File: config.mk
export PLATFORM = sky130hd
export DESIGN_NAME = msk_state_loader
export DESIGN_NICKNAME = d
export VERILOG_FILES = /design/src/rtl/msk_state_loader.sv
export SDC_FILE = /design/constraint.sdc
export NUM_CORES = 1
export LEC_CHECK = 0
export BUFFER_PORTS_ARGS = -buffer_cell sky130_fd_sc_hd__clkbuf_2
export CAP_MARGIN = 0
export CORE_MARGIN = 3
export CORE_UTILIZATION = 30
export DETAILED_ROUTE_END_ITERATION = 6
export HOLD_SLACK_MARGIN = 0.03
export PLACE_DENSITY = 0.54
export SLEW_MARGIN = 20
export SYNTH_ARGS = -nofsm -noshare
export SYNTH_HDL_FRONTEND = slang
export SYNTH_SLANG_ARGS = --single-unit
File: constraint.sdc
create_clock -name i_clk -period 4.85 [get_ports i_clk]
set_input_delay 0.485 -clock i_clk [delete_from_list [all_inputs] [get_ports i_clk]]
set_output_delay 0.485 -clock i_clk [all_outputs]
set_load 0.02 [all_outputs]
File: src/rtl/msk_state_loader.sv
// Collects a share-major stream of W-bit words into a d-share masked state and
// presents it bit-interleaved (share 0 at the MSB of each d-bit group) to the Clyde core.
module msk_state_loader #(
    parameter int Nbits = 128,
    parameter int d     = 2,
    parameter int W     = 32
) (
    input  logic                             i_clk,
    input  logic                             i_rst_n,
    input  logic                             i_abort,
    input  logic [W-1:0]                     i_din,
    input  logic                             i_din_valid,
    input  logic                             i_din_last,
    output logic                             o_din_ready,
    output logic [d*Nbits-1:0]               o_state_out,
    output logic                             o_state_valid,
    input  logic                             i_state_ready,
    output logic [$clog2(d*Nbits/W):0]       o_word_cnt,
    output logic                             o_frame_err
);

    localparam int WPS = Nbits / W;
    localparam int NW  = d * WPS;
    localparam int CW  = $clog2(NW) + 1;
    localparam int IW  = (NW > 1) ? $clog2(NW) : 1;
    localparam logic [CW-1:0] LAST_IDX = CW'(NW - 1);

    generate
        if ((Nbits % W) != 0) begin : g_bad_width
            $error("msk_state_loader: Nbits must be a multiple of W");
        end
    endgenerate

    typedef enum logic {
        LOAD = 1'b0,
        FULL = 1'b1
    } state_t;

    state_t          r_state;
    logic [W-1:0]    r_buf [NW];
    logic [CW-1:0]   r_wordCnt;
    logic            r_stateValid;
    logic            r_frameErr;

    logic [IW-1:0]   w_slot;
    logic            w_isLast;

    // Word k lands in r_buf[k]; since every share is WPS words, k also encodes the share index.
    assign w_slot   = r_wordCnt[IW-1:0];
    assign w_isLast = (r_wordCnt == LAST_IDX);

    always_ff @(posedge i_clk) begin
        if (!i_rst_n || i_abort) begin
            r_state      <= LOAD;
            r_wordCnt    <= '0;
            r_stateValid <= 1'b0;
            r_frameErr   <= 1'b0;
            for (int k = 0; k < NW; k++) begin
                r_buf[k] <= '0;
            end
        end else begin
            case (r_state)
                LOAD: begin
                    if (i_din_valid) begin
                        r_buf[w_slot] <= i_din;
                        r_wordCnt     <= r_wordCnt + CW'(1);
                        // A misplaced or missing last flag is recorded but never shortens the frame.
                        if (i_din_last != w_isLast) begin
                            r_frameErr <= 1'b1;
                        end
                        if (w_isLast) begin
                            r_state      <= FULL;
                            r_stateValid <= 1'b1;
                        end
                    end
                end
                FULL: begin
                    if (i_state_ready) begin
                        r_state      <= LOAD;
                        r_wordCnt    <= '0;
                        r_stateValid <= 1'b0;
                    end
                end
                default: begin
                    r_state <= LOAD;
                end
            endcase
        end
    end

    assign o_din_ready   = (r_state == LOAD) && i_rst_n;
    assign o_state_valid = r_stateValid;
    assign o_word_cnt    = r_wordCnt;
    assign o_frame_err   = r_frameErr;

    always_comb begin
        o_state_out = '0;
        for (int i = 0; i < d; i++) begin
            for (int b = 0; b < Nbits; b++) begin
                o_state_out[b*d + d-1-i] = r_buf[i*WPS + b/W][b%W];
            end
        end
    end

endmodule
# Word level (Yosys, flattened, before mapping)
# Memories as Yosys holds them, arrays and structs flattened.
# Index checks and enable logic that the tools add are counted.
[word_totals]
ff_bits = 7
mem_bits_rw = 256
out_inout_bits = 263
n_memories = 1
[op_classes]
add_sub_neg = 1
eq_ne = 5
n_mux = 20
n_bitwise = 1
n_reduce_logical = 7
[memory_table]
columns = ["name", "depth", "width", "read_ports", "rd_clocked_by_memory_dff", "wr", "line", "source"]
rows = [
  ["r_buf", 8, 32, 8, 0, 8, "40", "logic [W-1:0] r_buf [NW];"],
]
[ops]
columns = ["operator", "n"]
rows = [
  ["2-to-1 mux 32 bit", 1],
  ["OR reduction 32 bit", 1],
  ["2-to-1 mux 1 bit", 13],
  ["2-to-1 mux 4 bit", 2],
  ["one-hot mux 4 bit (2 select lines)", 1],
  ["inequality test 2 bit (second input constant)", 3],
  ["AND reduction 3 bit", 2],
  ["adder 4 x 1 -> 4 bit (second input constant)", 1],
  ["== test 4 x 3 -> 1 bit (second input constant)", 1],
  ["one-hot mux 1 bit (2 select lines)", 2],
  ["2-to-1 mux 3 bit", 1],
  ["AND reduction 2 bit", 1],
  ["logical AND 1 bit", 1],
  ["zero test 1 bit", 1],
  ["logical OR 1 bit", 1],
  ["inequality test 1 bit", 1],
  ["NOT 1 bit", 1],
]

# Longest topological paths before layout
[logic_depth]
depth_word = 6
ltp_mapped = 6
mapped_depth_nobuf = 4

# Worst setup path before layout
# Ideal clock, no wire load.
[synth_path]
path_kind = "register -> register"
startpoint = "register r_wordCnt[2] (netlist: o_word_cnt[2])"
endpoint = "memory r_buf[0][0] (enable)"
setup_ns = 0.466
arrival_ns = 3.513
t_required_ns = 4.384
slack_ns = 0.871
path_stages_with_launch = 5
path_buffers = 2
synth_period_minus_slack_ns = 3.979
cell_sequence = "dfxtp_1 > buf_6 > or4b_1 > buf_4 > o21ai_0"
[synth_lines]
columns = ["item", "line", "source"]
rows = [
  ["start, declared", "41", "logic [CW-1:0] r_wordCnt;"],
  ["start signal, assigned", "66", "r_wordCnt <= r_wordCnt + CW'(1);"],
  ["end, declared", "40", ""],
]

==> results.toml <==
[clocking]
post-cts-setup-buffers = 0
clk_latency_ns = 0.53
htreeDepth = 1
cts_made_buffers = 29
post_cts_resized = 0
clk_pin_slew_ns = 0.06
cts.sinks = 263
root_buffer = "clkbuf_16"
ctsHoldBuffers = 0
cts_tree = "built"
clockBufferDepth = 3

[routing]
routed_wl_mm = 28.5
drt_iter0_markers = 430
drc_errors = 0
num_vias = 6312
viasPerCell = 4.55
drtPass1Iterations = 5
drt.antenna.violating_nets = 0
wl_per_cell_um = 20.5

[power]
p_comb_share_pct = 7.5
p_seq_share_pct = 51.0
irDropWorstVdd_mv = 0.247
p_total_mw = 5.15
p_int_mw = 3.94
swShare_pct = 23.7
p_sw_mw = 1.22
powerDensity_nw_per_um2 = 411
p_leak_nw = 5.21
clkPwrFrac_pct = 41.5

[floorplanning]
pin_count = 301
dieArea_um2 = 34100
dieWidth_um = 185
start_util_pct = 30.9
core-area_um2 = 31100
die_y_um = 185
rows = 64

[worst_setup_path]
worstPathRequired_ns = 5.08
cp-start-kind = "flop"
crit_fanout = 35
crit_type = "reg -> reg"
cp_data_arrival_time_ns = 3.21
end_kind = "flop"

[worst_hold_path]
hp-class = "in -> reg"

[sta]
clock_skew_ns = 0.00918
hold_viol = 0
drv_slew = 0
fin_crit_sh_pct = 61.6
fin_setup_tns_ns = 0
tightest_slew_ns = 1.10
rsz0062_at_grt = "no"
min_period_ns = 2.99
maxClockFrequency_mhz = 335
slew_headroom_pct = 26.2
setup_viol = 0

[place]
placement.io_buffers = 300
gp_congestion = 0.840
detailed_place_hpwl_mm = 20.5
dp.cells = 1334

[finish]
syn2layout_area_growth_pct = 30.9
nNetsFinal = 1009
drive_above_1_share_pct = 37.6
num_antenna_cells = 0
stdcell_count = 1388

[global_route]
grt_pass1_vias = 6393
grt_antenna_before_repair = 1
grt_max_degree = 67
grt_usage_pct = 16.1
grt_pass1_wl_mm = 41.0
grt_overflow = 0

[synth]
yosysSeqAreaShare_pct = 81.6
syn_area_um2 = 9590
synthCells = 666
ys_ff_latch = 263
yosysWarnings = 0
synth.avg_cell_area_um2 = 14.4
synth.area.top_cells = "edfxtp_1 80%, nor2_1 8.8%, nand2_1 2.7%"
synth_top_area_cell = "edfxtp_1"
synth.net_count = 705
synth.distinct_cells = 30
synth_top_area_share_pct = 80.2

[run]
cap_viol_max_count = 0

[outcome]
status = "completed"
==> metal layers <==
layer | routed length (um) | track usage [%] | vias to the layer above | share of wire, %
met5 | 13 | 0 | - | 0.046
met4 | 457 | 3.42 | 2 | 1.6
li1 | - | - | 2909 | -
met3 | 2860 | 5.01 | 38 | 10
met2 | 13700 | 27.1 | 305 | 48
met1 | 11500 | 20.7 | 3058 | 40
==> Yosys cell counts <==
cell type    n
edfxtp_1   256
nor2_1     226
nand2_1     69
and2_1      32
clkbuf_1    27
o21ai_0      9
dfxtp_1      7
a21oi_1      5
buf_6        4
buf_1        3
nand3b_1     3
nor2b_1      3
buf_2        2
nand2b_1     2
nand3_1      2
or3b_2       2
a21o_1       1
a22oi_1      1
a311oi_1     1
and3b_1      1
buf_4        1
ha_1         1
inv_1        1
mux2i_1      1
nor2_8       1
nor3b_2      1
o2111ai_1    1
o31a_1       1
o31ai_1      1
or4b_1       1
==> power groups by stage <==
stage               Clock [mW]  Combinational, mW  Sequential (mW)
floorplan                    0             0.0778             2.80
global placement             0              0.389             2.68
detailed placement           0              0.396             2.68
CTS                       2.18              0.397             2.63
global route              2.29              0.416             2.64
finish                    2.14              0.389             2.63
==> worst paths after layout <==
path,to,slack [ns],start,cells past startpoint
setup / recovery,r_buf[1][1]$_SDFFCE_PN0P_,1.86,o_word_cnt[2]$_SDFFE_PP0P_,3
hold / removal,o_frame_err$_SDFFE_PP0P_,0.22,i_din_last,3
setup reg to reg,r_buf[1][1]$_SDFFCE_PN0P_,1.86,o_word_cnt[2]$_SDFFE_PP0P_,3
hold reg to reg,o_state_valid$_SDFFE_PP0P_,0.47,o_state_valid$_SDFFE_PP0P_,2
==> flip-flops by register name, indices dropped and copies added (netlist names) <==
name           cells
o_state_valid      1
o_frame_err        1
o_word_cnt         4
r_buf            256
r_state            1
==> worst max-delay path, cell delays in order (launching register included) <==
cell     delay, ns
dfxtp_1       0.41
or4b_2        1.15
o21ai_4       0.74
buf_4         0.34
==> stage by stage <==
stage	hold WS [ns]	area, um^2	utilization [%]	worst slack [ns]
final	0.220	12500	40.4	1.86
after global routing	0.240	12500	40.4	1.67
after CTS	0.195	12500	40.3	1.77
after detailed placement	0.457	11600	37.3	1.68
after global placement	0.451	11600	37.2	1.66
after floorplan	0.533	9590	-	0.871
==> logic make-up after synthesis <==
| family | Yosys count | synth area share [%] |
|---|---|---|
| compound gates | 20 | 1.24 |
| fa+ha+maj | 1 | 0.130 |
| buf+inv | 38 | 1.87 |
| flops | 263 | 81.6 |
| mux | 1 | 0.104 |
| simple gates | 343 | 15.0 |
==> cell type report <==
type | instances | area (um^2)
well taps | 396 | 495
clock buffers | 31 | 733
inverters | 1 | 3.75
flip-flops and latches | 263 | 7830
repair buffers | 310 | 1620
clock inverters | 22 | 188
fillers | 3012 | 18500
multi-input cells | 365 | 1680
==> cells in the final DEF (no fill, tap or decap), types with 7 or more instances in the layout <==
| cell type | count |
|---|---|
| nand2_1 | 68 |
| o21ai_4 | 7 |
| clkinv_2 | 14 |
| buf_4 | 8 |
| dfxtp_1 | 7 |
| nor2_1 | 226 |
| clkbuf_16 | 29 |
| edfxtp_1 | 256 |
| clkbuf_2 | 300 |
| and2_1 | 32 |
(Power assumes the default switching activity.)
